File: src/rtl/mmc1_loader.sv
// Programs an MMC1-class mapper's serial load register from a parallel command:
// optional shift-register reset write, then five one-bit writes LSB first, bus held throughout.
module mmc1_loader #(
  parameter int GAP     = 1,
  parameter int TIMEOUT = 255
) (
  input  logic        clk,
  input  logic        reset,
  input  logic        cmd_valid,
  output logic        cmd_ready,
  input  logic [1:0]  cmd_reg,
  input  logic [4:0]  cmd_val,
  input  logic        cmd_rst,
  output logic        busreq,
  input  logic        busgnt,
  output logic [15:0] memaddr,
  output logic [7:0]  memwdata,
  output logic        memwr,
  output logic        prgreq,
  input  logic        prgack,
  output logic        busy,
  output logic        done,
  output logic        err
);
  localparam logic [2:0] S_IDLE = 3'd0;
  localparam logic [2:0] S_ARB  = 3'd1;
  localparam logic [2:0] S_WR   = 3'd2;
  localparam logic [2:0] S_GAP  = 3'd3;
  localparam logic [2:0] S_FIN  = 3'd4;

  // Index 5 marks the shift-register reset write that precedes data write 0.
  localparam logic [2:0] IDX_R  = 3'd5;
  localparam logic [2:0] IDX_LAST = 3'd4;

  logic [2:0]  r_state;
  logic [2:0]  r_idx;
  logic [1:0]  r_reg;
  logic [4:0]  r_val;
  logic [7:0]  r_tmo;
  logic [7:0]  r_gap;
  logic        r_cmd_ready;
  logic        r_busreq;
  logic [15:0] r_addr;
  logic [7:0]  r_wdata;
  logic        r_prgreq;
  logic        r_busy;
  logic        r_done;
  logic        r_err;

  logic [2:0]  w_nidx;
  logic [2:0]  w_sel;
  logic [4:0]  w_shift;
  logic [15:0] w_addr;
  logic [7:0]  w_data;

  // Leaving GAP launches the next write, so its address/data come from the advanced index.
  assign w_nidx  = (r_idx == IDX_R) ? 3'd0 : r_idx + 3'd1;
  assign w_sel   = (r_state == S_GAP) ? w_nidx : r_idx;
  assign w_shift = r_val >> w_sel;
  assign w_addr  = (w_sel == IDX_R) ? 16'h8000 : {1'b1, r_reg, 13'h0};
  assign w_data  = (w_sel == IDX_R) ? 8'h80 : {7'b0, w_shift[0]};

  always_ff @(posedge clk) begin
    if (reset) begin
      r_state     <= S_IDLE;
      r_idx       <= 3'd0;
      r_reg       <= 2'd0;
      r_val       <= 5'd0;
      r_tmo       <= 8'd0;
      r_gap       <= 8'd0;
      r_cmd_ready <= 1'b1;
      r_busreq    <= 1'b0;
      r_addr      <= 16'h0;
      r_wdata     <= 8'h0;
      r_prgreq    <= 1'b0;
      r_busy      <= 1'b0;
      r_done      <= 1'b0;
      r_err       <= 1'b0;
    end else begin
      r_done <= 1'b0;
      r_err  <= 1'b0;
      case (r_state)
        S_IDLE: if (cmd_valid && r_cmd_ready) begin
          r_reg       <= cmd_reg;
          r_val       <= cmd_val;
          r_idx       <= cmd_rst ? IDX_R : 3'd0;
          r_busreq    <= 1'b1;
          r_cmd_ready <= 1'b0;
          r_busy      <= 1'b1;
          r_state     <= S_ARB;
        end
        S_ARB: if (busgnt) begin
          r_addr   <= w_addr;
          r_wdata  <= w_data;
          r_prgreq <= 1'b1;
          r_tmo    <= 8'd0;
          r_state  <= S_WR;
        end
        S_WR: begin
          if (prgack) begin
            r_prgreq <= 1'b0;
            r_gap    <= 8'd0;
            r_state  <= S_GAP;
          end else if (r_tmo == 8'(TIMEOUT - 1)) begin
            r_err       <= 1'b1;
            r_prgreq    <= 1'b0;
            r_busreq    <= 1'b0;
            r_busy      <= 1'b0;
            r_cmd_ready <= 1'b1;
            r_state     <= S_IDLE;
          end else begin
            r_tmo <= r_tmo + 8'd1;
          end
        end
        S_GAP: begin
          if (r_gap == 8'(GAP - 1)) begin
            if (r_idx == IDX_LAST) begin
              r_done   <= 1'b1;
              r_busreq <= 1'b0;
              r_state  <= S_FIN;
            end else begin
              r_idx <= w_nidx;
              if (busgnt) begin
                r_addr   <= w_addr;
                r_wdata  <= w_data;
                r_prgreq <= 1'b1;
                r_tmo    <= 8'd0;
                r_state  <= S_WR;
              end else begin
                r_state <= S_ARB;
              end
            end
          end else begin
            r_gap <= r_gap + 8'd1;
          end
        end
        S_FIN: begin
          r_busy      <= 1'b0;
          r_cmd_ready <= 1'b1;
          r_state     <= S_IDLE;
        end
        default: r_state <= S_IDLE;
      endcase
    end
  end

  assign cmd_ready = r_cmd_ready;
  assign busreq    = r_busreq;
  assign memaddr   = r_addr;
  assign memwdata  = r_wdata;
  assign memwr     = r_prgreq;
  assign prgreq    = r_prgreq;
  assign busy      = r_busy;
  assign done      = r_done;
  assign err       = r_err;
endmodule

File: config.mk
export PLATFORM = sky130hd
export DESIGN_NAME = mmc1_loader
export DESIGN_NICKNAME = d
export VERILOG_FILES = /design/src/rtl/mmc1_loader.sv
export SDC_FILE = /design/constraint.sdc
export NUM_CORES = 1
export LEC_CHECK = 0
export ABC_AREA = 0
export ABC_CLOCK_PERIOD_IN_PS = 3100
export CAP_MARGIN = 20
export CELL_PAD_IN_SITES_DETAIL_PLACEMENT = 0
export CELL_PAD_IN_SITES_GLOBAL_PLACEMENT = 1
export CORE_MARGIN = 1.5
export CORE_UTILIZATION = 30
export CTS_CLUSTER_SIZE = 40
export DETAILED_ROUTE_END_ITERATION = 12
export PLACE_DENSITY_LB_ADDON = 0.3
export SYNTH_ARGS = -nofsm -noshare
export SYNTH_HDL_FRONTEND = slang
export SYNTH_SLANG_ARGS = --single-unit
File: constraint.sdc
create_clock -name clk -period 3.1 [get_ports clk]
set_input_delay 0.775 -clock clk [delete_from_list [all_inputs] [get_ports clk]]
set_output_delay 0.775 -clock clk [all_outputs]
set_load 0.02 [all_outputs]
==> results of run 1 <==
==> cell usage after synthesis (2+ instances only) <==
| library cell | number | area share |
|---|---|---|
| sky130_fd_sc_hd__o211ai_1 | 3 | 0.010 |
| sky130_fd_sc_hd__nor4_1 | 3 | 0.0085 |
| sky130_fd_sc_hd__a211oi_1 | 2 | 0.0068 |
| sky130_fd_sc_hd__clkbuf_1 | 13 | 0.022 |
| sky130_fd_sc_hd__xnor2_1 | 4 | 0.016 |
| sky130_fd_sc_hd__and3_1 | 3 | 0.0085 |
| sky130_fd_sc_hd__or4_1 | 3 | 0.010 |
| sky130_fd_sc_hd__o31ai_1 | 3 | 0.010 |
| sky130_fd_sc_hd__inv_1 | 13 | 0.022 |
| sky130_fd_sc_hd__ha_1 | 4 | 0.023 |
| sky130_fd_sc_hd__o2111ai_1 | 2 | 0.0080 |
| sky130_fd_sc_hd__dfxtp_1 | 40 | 0.36 |
| sky130_fd_sc_hd__nor4b_1 | 2 | 0.0080 |
| sky130_fd_sc_hd__nand4_1 | 2 | 0.0057 |
| sky130_fd_sc_hd__nand3_1 | 6 | 0.014 |
| sky130_fd_sc_hd__nand2_1 | 25 | 0.043 |
| sky130_fd_sc_hd__a311oi_1 | 4 | 0.016 |
| sky130_fd_sc_hd__nor2_1 | 26 | 0.044 |
| sky130_fd_sc_hd__nor3_1 | 5 | 0.011 |
| sky130_fd_sc_hd__o21ai_0 | 8 | 0.018 |
| sky130_fd_sc_hd__xor2_1 | 4 | 0.016 |
| sky130_fd_sc_hd__buf_4 | 20 | 0.068 |
| sky130_fd_sc_hd__clkbuf_2 | 3 | 0.0068 |
| sky130_fd_sc_hd__nand3b_1 | 2 | 0.0068 |
| sky130_fd_sc_hd__or3_1 | 7 | 0.020 |
| sky130_fd_sc_hd__mux2i_1 | 4 | 0.018 |
| sky130_fd_sc_hd__a2bb2oi_1 | 2 | 0.0080 |
| sky130_fd_sc_hd__or2_2 | 5 | 0.014 |
| sky130_fd_sc_hd__nand2b_1 | 3 | 0.0085 |
| sky130_fd_sc_hd__a21oi_1 | 27 | 0.062 |
==> worst paths after layout <==
kind	start	endpoint	slack, ns	cells after the start
max reg2reg	r_gap[0]	r_tmo[7]	0.57	7
min reg2reg	memaddr[15]	memaddr[15]	0.45	2
max	prgack	r_tmo[7]	0.37	6
min	memaddr[15]	memaddr[15]	0.45	2
==> metal layers <==
layer,share of wire,up-vias,track usage
met2,0.45,36,0.213
met4,0.014,0,0.0440
met1,0.50,867,0.179
met5,0,-,0
li1,-,961,-
met3,0.038,6,0.0317
==> stage by stage <==
| stage | total power (W) | worst slack (ns) | instances | hold slack, ns | cell area [um^2] |
|---|---|---|---|---|---|
| 2_1_floorplan | 0.000893 | 0.668 | 291 | 0.436 | 2260 |
| 3_3_place_gp | 0.000995 | 0.0908 | 385 | 0.439 | 2470 |
| 3_5_place_dp | 0.000992 | 0.0519 | 385 | 0.442 | 2470 |
| 4_1_cts | 0.00150 | 0.359 | 392 | 0.460 | 2600 |
| 5_1_grt | 0.00157 | 0.272 | 392 | 0.479 | 2600 |
| 6_report | 0.00148 | 0.370 | 392 | 0.453 | 2600 |
==> layout make-up <==
type / instances / area (um^2)
multi-input cells: 201 / 1200
clock buffers: 5 / 68.8
well taps: 99 / 124
repair buffers: 32 / 300
clock inverters: 2 / 60.1
flip-flops and latches: 40 / 801
fillers: 759 / 4580
inverters: 13 / 48.8
==> power by group through the flow <==
stage                     logic (W)  registers, W  clock network (W)
after floorplan            0.000281      0.000612                  0
after global placement     0.000371      0.000624                  0
after detailed placement   0.000369      0.000623                  0
after CTS                  0.000371      0.000611           0.000515
after global routing       0.000414      0.000621           0.000536
final                      0.000367      0.000612           0.000501
==> worst max-delay path: stages <==
cell and delay [ns]:
sky130_fd_sc_hd__clkdlybuf4s50_1 0.42, sky130_fd_sc_hd__nor4bb_1 0.16, sky130_fd_sc_hd__or2_2 0.32, sky130_fd_sc_hd__or4_1 0.60, sky130_fd_sc_hd__or4_1 0.54, sky130_fd_sc_hd__a21oi_1 0.15
==> cell families (layout without fill, tap and decap cells) <==
group / after synthesis / in the layout
compound gates: 65 / 65
xor+xnor: 8 / 8
fa+ha+maj: 4 / 4
buf+inv: 50 / 52
flops: 40 / 40
mux: 5 / 5
other cells: 1 / 19
simple gates: 100 / 100
==> reports/results.env, run 1 <==
REPORT.FINAL.SETUP_VIOL=0
YOSYS.AREA_SHARE.XOR_XNOR=0.0319
POST-ROUTE-UTIL=0.362
POWER_SWITCHING_SHARE=0.304
POST_CTS.REPAIR.SETUP_BUFFERS=0
SYN_AREA_PER_CELL_UM2=8.05
CTS-BUFFERS-INSERTED=5
CORE-AREA_UM2=7180
PWR-SHARE-SEQ=0.413
POWER.COMBINATIONAL.FRACTION=0.248
SYNTH_EDF_COUNT=0
WORST_CLOCK_SKEW_NS=0.00711
SYN2LAYOUT_AREA_GROWTH_PCT=18.3
CTS_TREE='yes'
DRTANTENNAVIOLNETS=0
DIE-AREA_UM2=7850
GRT_START_MAX_NET_PINS=16
POST_SYNTH_FA_HA_MAJ_AREA_FRACTION=0.0228
YOSYS_MOST_USED_DFF='sky130_fd_sc_hd__dfxtp_1'
PLACE.PORT_BUFFERS=24
FLOORPLAN.INITIALDENSITY=0.306
TIMING.MAX_CAP.VIOLATIONS=0
CRITICAL_PATH_REQUIRED_NS=3.33
CRITPATHKIND='input port to flop'
SYNTH-SEQ-CELLS=40
POWER_FRAC_CLOCK=0.339
FIRST_GLOBAL_VIAS=1654
HTREEDEPTH=2
WIRE_PER_INST_UM=12.4
CELL_ROWS=31
FIN_NETS=310
FINAL_HPWL_DP_UM=3590
POWER_REPORT.INTERNAL_TOTAL_W=0.00103
DIE_HEIGHT_UM=88.6
WORSTPATHMAXFANOUT=8
LAYOUT.CELLS.MOST_COMMON='sky130_fd_sc_hd__dfxtp_1'
FINAL_CELL_MIX='sky130_fd_sc_hd__dfxtp_1, sky130_fd_sc_hd__a21oi_1, sky130_fd_sc_hd__nor2_1'
CRITICAL_PATH.STARTPOINT_TYPE='input port'
VIA_COUNT=1870
WORST_HOLD_PATH_TYPE='flop to flop'
CTS_ROOT_BUF='sky130_fd_sc_hd__clkbuf_8'
TOTAL_OF_HOLD_BUFFERS_INSERTED_AFTER_CLOCK_TREE_SYNTHESIS=0
GP_ROUTABILITY_CONGESTION=0.765
SYNTH_COMPOUND_GATE_AREA_SHARE=0.194
POST-ROUTE-PERIOD-UTIL=0.881
COMBINATIONAL_FAMILY_WITH_THE_MOST_AREA_AFTER_SYNTHESIS='simple AND/OR/NAND/NOR gates'
DIE-WIDTH_UM=88.6
TOTALWIRELENGTH_UM=4870
MIN_PERIOD_NS=2.73
CLKLATENCYLATEPIN_NS=0.29
MAX_FREQ_GHz=0.366
SYNTHSIMPLEGATEAREAFRAC=0.240
INITIALDRTVIOLATIONCOUNT=84
DRT_PASS1_ITERATIONS=4
SEQUENTIAL_ELEMENT_SHARE_OF_THE_SYNTHESIZED_AREA=0.364
POST_SYNTH_INSTANCE_AREA_UM2=2200
CLOCK_TREE.BUFFER_DEPTH=2
TIGHTESTPINTRANSITION_NS=0.540
CP.ARRIVAL_NS=2.96
CLKTRANSATPATHREGS_NS=0.08
REMAINING_DRC_ERRORS=0
BOUNDARYPINS=44
SYNTHDISTINCTLIBCELLS=55
FRACTION_OF_LAYOUT_INSTANCES_USING_A_DRIVE_STRENGTH_ABOVE_1=0.0887
POWER.IR.VDD_WORST_uV=258
ANTENNA_FOUND_INITIAL=0
BIGGESTREGSBYFLOPS='r_gap x8, r_tmo x8, r_val x5'
GRT_FIRST_PASS_WIRELENGTH_UM=8110
TRITONCTS_NUM_SINKS=40
REPORT.FINAL.HOLD_VIOL_COUNT=0
POWER.LEAKAGE_nW=0.952
POWER_DENSITY_nW_PER_UM2=570
SYN_INST=273
GR-TOTAL-OVERFLOW=0
PORTION_OF_NETLIST_AREA_OCCUPIED_BY_MUX_CELLS=0.0233
YOSYS_WARNINGS=0
WORST_SLEW_MARGIN_REL=0.637
GRT_SETUP_UNREPAIRED='no'
NUM_ANTENNA_CELLS=0
CRITICAL_PATH.ENDPOINT_TYPE='flop'
SLEW_VIOLATIONS=0
NETSWITCHINGPOWER_W=0.000451
FINAL.SETUP.TNS_NS=0
OUTCOME='complete, no violations'
POST_CTS_RESIZED=0
GLOBAL_ROUTE.USAGE.TOTAL=0.134
ASYNC_FLOP_SHARE=0
ROUTED_VIAS_INST=4.77
Power figures use the tool's default switching activity.
==> inputs of run 2 (changes only) <==
- CAP_MARGIN: 20 -> unset
- GPL_ROUTABILITY_DRIVEN: unset -> 0
==> results of run 2 <==
Same layout as run 1: the final DEF is identical, and so are final timing and power.
==> inputs of run 3 (changes only) <==
- PLACE_DENSITY: unset -> 0.63
- PLACE_DENSITY_LB_ADDON: 0.3 -> unset
- SLEW_MARGIN: unset -> 20
==> reports/results.env, run 3 (same netlist as run 1, synthesis figures left out) <==
OUTCOME='complete, no violations'
HTREEDEPTH=2
CTS_TREE='yes'
POWER_DENSITY_nW_PER_UM2=532
FINAL.SETUP.TNS_NS=0
GRT_START_MAX_NET_PINS=18
REPORT.FINAL.HOLD_VIOL_COUNT=0
TRITONCTS_NUM_SINKS=40
MULTIINPUTGATEAREA_UM2=1200
CLKLATENCYLATEPIN_NS=0.30
WORST_SLEW_MARGIN_REL=0.625
WORST_CLOCK_SKEW_NS=0.0128
CRITICAL_PATH.STARTPOINT_TYPE='input port'
INITIALDRTVIOLATIONCOUNT=93
POST_CTS.REPAIR.SETUP_BUFFERS=0
CRITICAL_PATH.ENDPOINT_TYPE='flop'
BIGGESTREGSBYFLOPS='r_gap x8, r_tmo x8, r_val x5'
CLOCK_TREE.BUFFER_DEPTH=2
MAX_FREQ_GHz=0.363
FIN_NETS=310
CORE-AREA_UM2=7180
REMAINING_DRC_ERRORS=0
LAYOUT.CELLS.MOST_COMMON='sky130_fd_sc_hd__dfxtp_1'
DRTANTENNAVIOLNETS=0
CRITICAL_PATH.MOST_COMMON_CELL='sky130_fd_sc_hd__or4_1'
WORSTPATHMAXFANOUT=8
ANTENNA_FOUND_INITIAL=0
REPORT.FINAL.SETUP_VIOL=0
POWER.IR.VDD_WORST_uV=253
TOTALWIRELENGTH_UM=5000
CRITPATHKIND='input port to flop'
STDCELL_COUNT=393
GLOBAL_ROUTE.USAGE.TOTAL=0.140
DIE_HEIGHT_UM=88.6
SYN2LAYOUT_AREA_GROWTH_PCT=16.8
POWER.COMBINATIONAL.FRACTION=0.276
POWER_FRAC_CLOCK=0.277
SLEW_VIOLATIONS=0
GRT_FIRST_PASS_WIRELENGTH_UM=8510
POST-ROUTE-PERIOD-UTIL=0.889
FIRST_GLOBAL_VIAS=1754
DIE-WIDTH_UM=88.6
PLACE.PORT_BUFFERS=24
FINAL.FILL_COUNT=784
POWER_SWITCHING_SHARE=0.341
GR-TOTAL-OVERFLOW=0
P_TOTAL_W=0.00136
POWER_REPORT.INTERNAL_TOTAL_W=0.000899
DIE-AREA_UM2=7850
CRITICAL_PATH_REQUIRED_NS=3.33
CLKTRANSATPATHREGS_NS=0.09
FINAL_HPWL_DP_UM=3630
BOUNDARYPINS=44
ROUTED_VIAS_INST=4.74
POWER.LEAKAGE_nW=0.940
CP.ARRIVAL_NS=2.99
AREA.SEQUENTIAL_UM2=801
WORST_HOLD_PATH_TYPE='flop to flop'
CP_MAX_DELAY_CELL='sky130_fd_sc_hd__or4_1'
MIN_PERIOD_NS=2.75
TIMING.MAX_CAP.VIOLATIONS=0
GRT_SETUP_UNREPAIRED='no'
POST_CTS_RESIZED=0
FLOORPLAN.INITIALDENSITY=0.306
CTS_ROOT_BUF='sky130_fd_sc_hd__clkbuf_8'
CTS-BUFFERS-INSERTED=5
FINALHOLDWORSTSLACK_NS=0.448
CRIT_PATH_CELL_TRACE='clkdlybuf4s50_1, nor4bb_1, or2_2, or4_1, or4_1, a21oi_1'
PLACED_CELLS=385
CRITICAL_PATH_BUF_INV_COUNT=1
NETSWITCHINGPOWER_W=0.000465
FRACTION_OF_LAYOUT_INSTANCES_USING_A_DRIVE_STRENGTH_ABOVE_1=0.0918
FINAL_CELL_MIX='sky130_fd_sc_hd__dfxtp_1, sky130_fd_sc_hd__a21oi_1, sky130_fd_sc_hd__nor2_1'
CPLARGESTDELAYFAMILY='simple AND/OR/NAND/NOR gates'
PWR-SHARE-SEQ=0.448
TOTAL_OF_HOLD_BUFFERS_INSERTED_AFTER_CLOCK_TREE_SYNTHESIS=0
WIRE_PER_INST_UM=12.7
CP_SLOWEST_STAGE_DELAY_NS=0.62
FIN_WS_NS=0.345
DRT_PASS1_ITERATIONS=4
PRECTSSETUPSLACK_NS=0.0439
TIGHTESTPINTRANSITION_NS=0.558
NUM_ANTENNA_CELLS=0
VIA_COUNT=1863
CELL_ROWS=31
## run 3: changes by cell type in the layout (fill, tap and decap cells not counted)
| cell | before | now |
|---|---|---|
| sky130_fd_sc_hd__bufinv_16 | 2 | 0 |
| sky130_fd_sc_hd__clkbuf_8 | 5 | 6 |
| sky130_fd_sc_hd__clkinv_2 | 0 | 1 |
| sky130_fd_sc_hd__inv_6 | 0 | 1 |
## run 3: path summary, 6_finish.rpt
path	depth (start not counted)	slack, ns	endpoint	start
hold / removal	2	0.45	memaddr[15]	memaddr[15]
hold reg to reg	2	0.45	memaddr[15]	memaddr[15]
setup / recovery	6	0.35	r_tmo[7]	prgack
setup reg to reg	7	0.57	r_tmo[7]	r_gap[0]
## run 3: final cells by class
| type | count | area share |
|---|---|---|
| Clock buffer | 6 | 0.0322 |
| Clock inverter | 2 | 0.00536 |
| Inverter | 13 | 0.0190 |
| Multi-Input combinational cell | 201 | 0.466 |
| Sequential cell | 40 | 0.312 |
| Tap cell | 99 | 0.0483 |
| Timing Repair Buffer | 32 | 0.117 |
## run 3: power by group through the flow
| stage | sequential, W | clock (W) | combinational [W] |
|---|---|---|---|
| after global routing | 0.000620 | 0.000408 | 0.000422 |
| after CTS | 0.000611 | 0.000391 | 0.000380 |
| final | 0.000611 | 0.000377 | 0.000376 |
| after detailed placement | 0.000622 | 0 | 0.000378 |
| after global placement | 0.000623 | 0 | 0.000379 |
| after floorplan | 0.000612 | 0 | 0.000281 |
## run 3: per-layer routing
layer | part of all wire | GRT usage | vias up
li1 | - | - | 960
met1 | 0.51 | 0.195 | 861
met2 | 0.45 | 0.219 | 35
met3 | 0.029 | 0.0280 | 7
met4 | 0.012 | 0.0426 | 0
met5 | 0 | 0 | -
## run 3: worst min-delay path, stage by stage, from the launching register on
cell and delay (ns):
sky130_fd_sc_hd__dfxtp_1 0.31, sky130_fd_sc_hd__inv_1 0.04, sky130_fd_sc_hd__a21oi_1 0.05
## run 3: stage by stage
| stage | util | area [um^2] |
|---|---|---|
| after floorplan | - | 2260 |
| after global placement | 0.344 | 2470 |
| after detailed placement | 0.344 | 2470 |
| after CTS | 0.358 | 2570 |
| after global routing | 0.358 | 2570 |
| final | 0.358 | 2570 |
